File: config.mk
export PLATFORM = sky130hd
export DESIGN_NAME = fetch_unit_flat
export DESIGN_NICKNAME = d
export VERILOG_FILES = /design/src/rtl/fetch_unit_pkg.sv /design/src/rtl/fetch_unit_if.sv /design/src/rtl/fetch_buffer.sv /design/src/rtl/fetch_unit.sv /design/src/flat_wrapper.sv
export SDC_FILE = /design/constraint.sdc
export NUM_CORES = 1
export LEC_CHECK = 0
export CAP_MARGIN = 30
export CORE_MARGIN = 3
export CORE_UTILIZATION = 40
export DETAILED_ROUTE_END_ITERATION = 16
export PLACE_DENSITY = 0.68
export SLEW_MARGIN = 5
export SYNTH_ARGS = -nofsm -noshare
export SYNTH_HDL_FRONTEND = slang
export SYNTH_SLANG_ARGS = --single-unit
File: constraint.sdc
create_clock -name clk -period 2.47 [get_ports clk]
set_clock_uncertainty 0.05 [all_clocks]
set_input_delay 0.494 -clock clk [delete_from_list [all_inputs] [get_ports clk]]
set_output_delay 0.494 -clock clk [all_outputs]
set_load 0.05 [all_outputs]
File: src/rtl/fetch_unit_pkg.sv
// Shared definitions for the instruction fetch unit: FSM states, widths and reset defaults.
package fetch_unit_pkg;

   localparam int unsigned InstrWidth     = 32;
   localparam int unsigned EntryWidth     = 2 * InstrWidth;
   localparam logic [31:0] DefaultResetPc = 32'h0000_0000;

   typedef enum logic [1:0] {
      StRun   = 2'd0,
      StHalt  = 2'd1,
      StFault = 2'd2
   } fetch_state_e;

endpackage

File: src/rtl/fetch_unit_if.sv
// Fetch-side bus: instruction memory port, decode handshake, redirect/halt control and fault flag.
interface fetch_unit_if;
   import fetch_unit_pkg::*;

   logic [31:0]           im_addr;
   logic [InstrWidth-1:0] im_data;
   logic                  id_ready;
   logic                  if_valid;
   logic [InstrWidth-1:0] if_instr;
   logic [31:0]           if_pc;
   logic                  redirect_valid;
   logic [31:0]           redirect_pc;
   logic                  halt_req;
   logic                  if_fault;

   modport master (
      output im_addr, if_valid, if_instr, if_pc, if_fault,
      input  im_data, id_ready, redirect_valid, redirect_pc, halt_req
   );

   modport slave (
      input  im_addr, if_valid, if_instr, if_pc, if_fault,
      output im_data, id_ready, redirect_valid, redirect_pc, halt_req
   );

endinterface

File: src/rtl/fetch_buffer.sv
// DEPTH-entry synchronous FIFO holding {pc, instr} pairs; flush empties it in one cycle.
module fetch_buffer #(
   parameter int unsigned DEPTH = 2,
   parameter int unsigned WIDTH = 64
) (
   input  logic             clk,
   input  logic             rst,
   input  logic             flush,
   input  logic             push,
   input  logic [WIDTH-1:0] push_data,
   input  logic             pop,
   output logic             full,
   output logic             empty,
   output logic [WIDTH-1:0] head_data
);

   localparam int unsigned PtrW = (DEPTH > 1) ? $clog2(DEPTH) : 1;
   localparam int unsigned CntW = $clog2(DEPTH + 1);

   logic [WIDTH-1:0] mem_q [DEPTH];
   logic [PtrW-1:0]  wr_ptr_q, rd_ptr_q;
   logic [CntW-1:0]  count_q;
   logic             do_push, do_pop;

   assign full    = (count_q == CntW'(DEPTH));
   assign empty   = (count_q == '0);
   assign do_pop  = pop && !empty;
   // A pop frees the slot in the same cycle, so a full buffer can still accept a push.
   assign do_push = push && (!full || do_pop);

   always_ff @(posedge clk) begin
      if (rst) begin
         mem_q    <= '{default: '0};
         wr_ptr_q <= '0;
         rd_ptr_q <= '0;
         count_q  <= '0;
      end else if (flush) begin
         wr_ptr_q <= '0;
         rd_ptr_q <= '0;
         count_q  <= '0;
      end else begin
         if (do_push) begin
            mem_q[wr_ptr_q] <= push_data;
            wr_ptr_q        <= wr_ptr_q + 1'b1;
         end
         if (do_pop) begin
            rd_ptr_q <= rd_ptr_q + 1'b1;
         end
         if (do_push && !do_pop) begin
            count_q <= count_q + 1'b1;
         end else if (!do_push && do_pop) begin
            count_q <= count_q - 1'b1;
         end
      end
   end

   assign head_data = mem_q[rd_ptr_q];

endmodule

File: src/rtl/fetch_unit.sv
// Instruction fetch unit: walks the PC through instruction memory into a small buffer feeding decode.
module fetch_unit
   import fetch_unit_pkg::*;
#(
   parameter logic [31:0] RESET_PC = DefaultResetPc,
   parameter int unsigned IM_WORDS = 32,
   parameter int unsigned DEPTH    = 2
) (
   input logic          clk,
   input logic          rst,
   fetch_unit_if.master bus
);

   fetch_state_e          state_q;
   logic [31:0]           pc_q;
   logic                  fault_q;
   logic                  full, empty;
   logic                  pc_oob, flush, pop, push;
   logic [EntryWidth-1:0] head;

   assign pc_oob = ({2'b00, pc_q[31:2]} >= IM_WORDS);
   assign flush  = bus.redirect_valid;
   assign pop    = !empty && bus.id_ready && !flush;
   assign push   = (state_q == StRun) && !flush && !bus.halt_req && !pc_oob && (!full || pop);

   fetch_buffer #(
      .DEPTH (DEPTH),
      .WIDTH (EntryWidth)
   ) u_fetch_buffer (
      .clk       (clk),
      .rst       (rst),
      .flush     (flush),
      .push      (push),
      .push_data ({pc_q, bus.im_data}),
      .pop       (pop),
      .full      (full),
      .empty     (empty),
      .head_data (head)
   );

   always_ff @(posedge clk) begin
      if (rst) begin
         pc_q    <= RESET_PC;
         state_q <= StRun;
         fault_q <= 1'b0;
      end else if (bus.redirect_valid) begin
         pc_q    <= {bus.redirect_pc[31:2], 2'b00};
         state_q <= StRun;
         fault_q <= 1'b0;
      end else if (state_q == StRun) begin
         if (bus.halt_req) begin
            state_q <= StHalt;
         end else if (pc_oob) begin
            state_q <= StFault;
            fault_q <= 1'b1;
         end else if (push) begin
            pc_q <= pc_q + 32'd4;
         end
      end
   end

   assign bus.im_addr  = {2'b00, pc_q[31:2]};
   assign bus.if_valid = !empty;
   assign bus.if_instr = head[InstrWidth-1:0];
   assign bus.if_pc    = head[EntryWidth-1:InstrWidth];
   assign bus.if_fault = fault_q;

endmodule

File: src/flat_wrapper.sv
// flat-port wrapper written by rule: the top's interface ports become plain ports
module fetch_unit_flat import fetch_unit_pkg::*;
#(
   parameter logic [31:0] RESET_PC = DefaultResetPc,
   parameter int unsigned IM_WORDS = 32,
   parameter int unsigned DEPTH    = 2
)
  (clk, rst, bus_im_addr, bus_if_valid, bus_if_instr, bus_if_pc, bus_if_fault, bus_im_data, bus_id_ready, bus_redirect_valid, bus_redirect_pc, bus_halt_req);
  fetch_unit_if bus_i ();
  input logic clk;
  input logic rst;
  output wire logic [$bits(bus_i.im_addr)-1:0] bus_im_addr;
  output wire logic [$bits(bus_i.if_valid)-1:0] bus_if_valid;
  output wire logic [$bits(bus_i.if_instr)-1:0] bus_if_instr;
  output wire logic [$bits(bus_i.if_pc)-1:0] bus_if_pc;
  output wire logic [$bits(bus_i.if_fault)-1:0] bus_if_fault;
  input wire logic [$bits(bus_i.im_data)-1:0] bus_im_data;
  input wire logic [$bits(bus_i.id_ready)-1:0] bus_id_ready;
  input wire logic [$bits(bus_i.redirect_valid)-1:0] bus_redirect_valid;
  input wire logic [$bits(bus_i.redirect_pc)-1:0] bus_redirect_pc;
  input wire logic [$bits(bus_i.halt_req)-1:0] bus_halt_req;
  assign bus_im_addr = bus_i.im_addr;
  assign bus_if_valid = bus_i.if_valid;
  assign bus_if_instr = bus_i.if_instr;
  assign bus_if_pc = bus_i.if_pc;
  assign bus_if_fault = bus_i.if_fault;
  assign bus_i.im_data = bus_im_data;
  assign bus_i.id_ready = bus_id_ready;
  assign bus_i.redirect_valid = bus_redirect_valid;
  assign bus_i.redirect_pc = bus_redirect_pc;
  assign bus_i.halt_req = bus_halt_req;
  fetch_unit #(.RESET_PC(RESET_PC), .IM_WORDS(IM_WORDS), .DEPTH(DEPTH)) u_core (.clk(clk), .rst(rst), .bus(bus_i));
endmodule
## Word level (Yosys, flattened, before mapping)

Index checks and enable logic that the tools add are counted.
W data, S select, Z words.

- Input bits: 69
- RAM bits: 0
- ROM bits: 0
- Register bits: 167
- Logic and storage cells: 73
- Memories kept: 0
- Latch bits: 0

- Bitwise operators: 5
- Reductions and logical operators: 32
- Div/mod/pow operators: 0
- Shift operators: 0
- Multiplexer cells: 15
- Eq/ne operators: 3
- Add/sub/neg operators: 5
- Magnitude comparators: 4
- Multiply operators: 0

Operator list:

| kind | number |
|---|---|
| $mux W64 | 4 |
| $mux W32 | 5 |
| $bwmux W128 | 1 |
| $demux W64 S1 | 1 |
| $add A32 B3 Y32 const B | 1 |
| $ge A30 B6 Y1 const B | 1 |
| $logic_and A1 B1 Y1 | 11 |
| $mux W2 | 4 |
| $reduce_and A4 Y1 | 2 |
| $reduce_bool A2 Y1 | 4 |
| $logic_not A1 Y1 | 7 |
| $ge A2 B2 Y1 const B | 2 |
| $logic_not A2 Y1 | 2 |
| $ne A2 B2 Y1 const B | 2 |
| $not A1 Y2 | 2 |
| $reduce_and A2 Y1 | 2 |
| $not A1 Y1 | 3 |
| $reduce_and A3 Y1 | 1 |
| $add A1 B1 Y1 const B | 2 |
| $add A2 B1 Y2 const B | 1 |
| $eq A2 B2 Y1 const B | 1 |
| $logic_or A1 B1 Y1 | 2 |
| $lt A2 B1 Y1 const B | 1 |
| $reduce_or A2 Y1 | 1 |
| $sub A2 B1 Y2 const B | 1 |

## Logic depth before layout (Yosys ltp)

- Depth in word-level cells: 11
- Mapped depth: 9

## Hierarchy

A second synthesis with hierarchy kept.

- Cell total of the unflattened synthesis: 735
- Area total of the unflattened synthesis: 7741.2 um^2

By module, submodules not included:

| module | area an instance (um^2) | sequential area each (um^2) | times used | cells each |
|---|---|---|---|---|
| fetch_buffer | 6274.8 | 2642.5 | 1 | 582 |
| fetch_unit | 1466.4 | 660.6 | 1 | 153 |

## Least setup slack after synthesis

OpenSTA, ideal clock, no wires.

- Path type: reg-to-reg
- Start: register u_core.pc_q[27]
- End: register u_core.u_fetch_buffer.count_q[1]
- Setup time: 70 ps
- Arrival time: 2253 ps
- Stages on the path, launching flop included: 8
- Slack: 96 ps
- Path buffers: 1
- Data required time: 2350 ps
- Cell sequence: dfxtp_1 nor4_2 nand4_2 nor3_1 buf_2 ha_1 or3_1 a21oi_1

- Longest elaborated chain between the ends: 8
- Elaborated cells on any way between the ends: 10
- Classes of those cells: order compare (1); mux (1); reduce/logical (8)

Ends and longest elaborated chain:

| item | RTL line | RTL |
|---|---|---|
| start: declaration | fetch_unit.sv:15 | `logic [31:0] pc_q;` |
| start signal: assignment | fetch_unit.sv:47 | `pc_q <= {bus.redirect_pc[31:2], 2'b00};` |
| start signal: assignment | fetch_unit.sv:57 | `pc_q <= pc_q + 32'd4;` |
| $ge A30 B6 Y1 * | fetch_unit.sv:21 | `assign pc_oob = ({2'b00, pc_q[31:2]} >= IM_WORDS);` |
| $logic_not A1 Y1 * | fetch_unit.sv:24 | `assign push = (state_q == StRun) && !flush && !bus.halt_req && !pc_oob && (!full \|\| pop);` |
| $logic_and A1 B1 Y1 * (2 in a row) | fetch_unit.sv:24 |  |
| $logic_and A1 B1 Y1 * | fetch_buffer.sv:29 | `assign do_push = push && (!full \|\| do_pop);` |
| net u_core.u_fetch_buffer.do_push | fetch_buffer.sv:23 | `logic do_push, do_pop;` |
| $logic_not A1 Y1 | fetch_buffer.sv:51 | `end else if (!do_push && do_pop) begin` |
| $logic_and A1 B1 Y1 | fetch_buffer.sv:51 |  |
| $reduce_bool A2 Y1 (no line) | - |  |
| end signal: assignment | fetch_buffer.sv:50 | `count_q <= count_q + 1'b1;` |
| end signal: assignment | fetch_buffer.sv:52 | `count_q <= count_q - 1'b1;` |
| end: declaration | fetch_buffer.sv:22 | `logic [CntW-1:0] count_q;` |

Mark *: on every way through the listed nets, which the timed path passes. The rest lies on a longest branch.
A chain may end at the register's enable or synchronous reset.

## Worst setup path in the final report

- Start: register u_core.u_fetch_buffer.count_q[0]
- End: output port bus_if_valid

- Longest elaborated chain between the ends: 2

Ends and longest elaborated chain:

| item | RTL line | RTL |
|---|---|---|
| $logic_not A2 Y1 | fetch_buffer.sv:26 | `assign empty = (count_q == '0);` |
| $logic_not A1 Y1 | fetch_unit.sv:63 | `assign bus.if_valid = !empty;` |
| end: declaration | flat_wrapper.sv:13 | `output wire logic [$bits(bus_i.if_valid)-1:0] bus_if_valid;` |

No other way between the ends.

==> out/metrics.yaml <==
synth_top_area_share_pct: 51.4
setup.worst_path.class: "flip-flop to primary output"
cts-resized-gates: 0
drv_slew: 0
firstDrtPassIters: 4
leakagePower_uw: 0.00344
nets: 806
setup_viol: 0
wl_per_cell_um: 15.0
cts_setup_buffers: 0
grt_pass1_wl_um: 24100
clk_latency_ns: 0.42
synth_edf_count: 0
timing.final.crit_share_pct: 95.4
die_h_um: 131
cp_slowest_stage_delay_ns: 0.82
power_density_mw_per_mm2: 667
final_common_cell: "dfxtp_1"
synth_flop_cell: "dfxtp_1"
critPathCaptureType: "primary output"
grt_pass1_vias: 4772
grt_usage_pct: 17.0
cts_sinks: 161
cts_buffer_depth: 2
required_ns: 1.93
yosysSeqAreaShare_pct: 51.4
wl_um: 14400
stdcell_area_mm2: 0.00862
die-area_mm2: 0.0172
cts_tree: "yes"
gr-total-overflow: 0
die_w_um: 131
endpoint: "bus_if_valid"
path_cells: "or2_2, clkdlybuf4s50_1"
htreeDepth: 4
drc: 0
yosysTopAreaCell: "dfxtp_1"
mostFrequentLayoutCells: "dfxtp_1 (160), clkdlybuf4s50_1 (97), nor2_1 (85)"
startpoint_type: "flip-flop"
ant_nets: 0
cp_num_buf_inv: 1
antenna_found_initial: 0
reg2reg_from: "u_core.pc_q[27]"
syn_area_mm2: 0.00627
ys_warn_count: 0
peakVddDrop_uv: 565
drt_iter0_drc: 199
synth-async-reset-ratio_pct: 0
diodes: 0
critPathMaxFanout: 4
worst_slew_pin_slew_ns: 0.623
grt_setup_unrepaired: "no"
hpwl_um: 10200
ys_ff_latch: 161
r2r_end: "u_core.u_fetch_buffer.mem_q[95]"
reg2reg_setup_slack_ns: 0.29
drive_above_1_share_pct: 26.6
critical_path_arrival_ns: 1.81
holdBufCountCts: 0
startpoint: "u_core.u_fetch_buffer.count_q[0]"
avgSynthCellArea_um2: 11.2
vias_per_cell: 4.77
synth.distinct_cells: 38
clockRootBuffer: "clkbuf_16"
initial_core_util_pct: 41.1
rows: 45
num_vias: 4568
path_clk_slew_ns: 0.06
cts_buffers: 17
synth_cells: 562
outcome: "complete, no violations"
grt_max_degree: 63
io_pins: 167
fmaxAchievable_ghz: 0.425
globalplace.congestion: 0.753
cp_num_cells: 2
dpl_cell_area_mm2: 0.00803
r2r_cells: 7
final_hold_viol_count: 0
hold_path.class: "flip-flop to flip-flop"
crit_path_top_delay_cell: "clkdlybuf4s50_1"
drv_cap: 0
area_delta_synth_final_pct: 37.5
core_mm2: 0.0153
port_buffers: 160
synth_area_leaders: "dfxtp_1 (51%), mux2i_1 (12%), mux2_2 (11%)"
crit_family: "buffers and inverters"
relSlewSlack_pct: 58.4
fin_tns_setup_ns: 0
finalWorstPathRequiredPeriod_ns: 2.36
[where the power goes]
group | switching (µW) | internal, µW | leakage (µW)
sequential | 29.1 | 2630 | 0.00130
clock | 1110 | 1520 | 0.000289
combinational | 260 | 208 | 0.00184
[cell type report]
cell class | instances | area (µm²)
inverter | 9 | 33.8
sequential | 161 | 3220
timing repair buffer | 190 | 1770
tap | 211 | 264
clock inverter | 15 | 173
multi-input combinational | 355 | 2740
fill | 1310 | 6640
clock buffer | 17 | 425
[metal layers]
layer  track usage, %  vias to the layer above  wire length, µm
met5                0                        -                0
met2             28.2                      103             6960
met3             6.16                        7              886
met1             21.1                     2193             6480
li1                 -                     2265                -
met4             4.43                        0               90
[cell usage after synthesis, drive strengths merged (3+ instances only)]
library cell / number
inv: 9
nor4: 9
nor2: 85
mux2i: 76
nand2: 4
and2: 50
buf: 23
ha: 3
nor3: 5
dfxtp: 161
nand3: 4
a22o: 23
xor2: 3
mux2: 62
a21oi: 7
clkbuf: 17
[sequential cells by signal, indices dropped and copies added, names as in the netlist]
| signal | count |
|---|---|
| u_core.u_fetch_buffer.mem_q | 124 |
| u_core.pc_q | 30 |
| u_core.state_q | 2 |
| u_core.u_fetch_buffer.count_q | 2 |
| u_core.bus.if_fault | 1 |
| u_core.u_fetch_buffer.rd_ptr_q | 1 |
| u_core.u_fetch_buffer.wr_ptr_q | 1 |
[logic make-up (layout without fill, tap and decap cells)]
kind of cell / after synthesis / after routing / share of synthesized area [%]
compound gates: 40 / 40 / 5.19
xor+xnor: 5 / 5 / 0.698
fa+ha+maj: 3 / 3 / 0.598
buf+inv: 49 / 231 / 5.46
flops: 161 / 161 / 51.4
mux: 138 / 138 / 23.3
other cells: 1 / 4 / 0.0598
simple gates: 165 / 165 / 13.4
[worst min-delay path by stage]
stage / cells past startpoint / end / from / slack [ns]
final: 1 / u_core.u_fetch_buffer.mem_q[107] / u_core.u_fetch_buffer.mem_q[107] / 0.41
after global routing: 3 / u_core.u_fetch_buffer.rd_ptr_q / rst / 0.41
after CTS: 3 / u_core.u_fetch_buffer.count_q[1] / rst / 0.39
after detailed placement: 1 / u_core.u_fetch_buffer.mem_q[63] / u_core.u_fetch_buffer.mem_q[63] / 0.39
after global placement: 1 / u_core.u_fetch_buffer.mem_q[49] / u_core.u_fetch_buffer.mem_q[49] / 0.39
after floorplan: 1 / u_core.u_fetch_buffer.mem_q[39] / u_core.u_fetch_buffer.mem_q[39] / 0.37
[through the flow]
step | instances | worst slack [ns] | hold slack (ns) | total power [µW] | utilization [%]
2_1_floorplan | 565 | 0.0965 | 0.374 | 2960 | -
3_3_place_gp | 926 | -0.0564 | 0.386 | 3180 | 52.6
3_5_place_dp | 926 | -0.156 | 0.390 | 3190 | 52.6
4_1_cts | 958 | 0.0822 | 0.395 | 5830 | 56.5
5_1_grt | 958 | 0.0299 | 0.412 | 5980 | 56.5
6_report | 958 | 0.115 | 0.405 | 5750 | 56.5
Power figures use the tool's default switching activity.
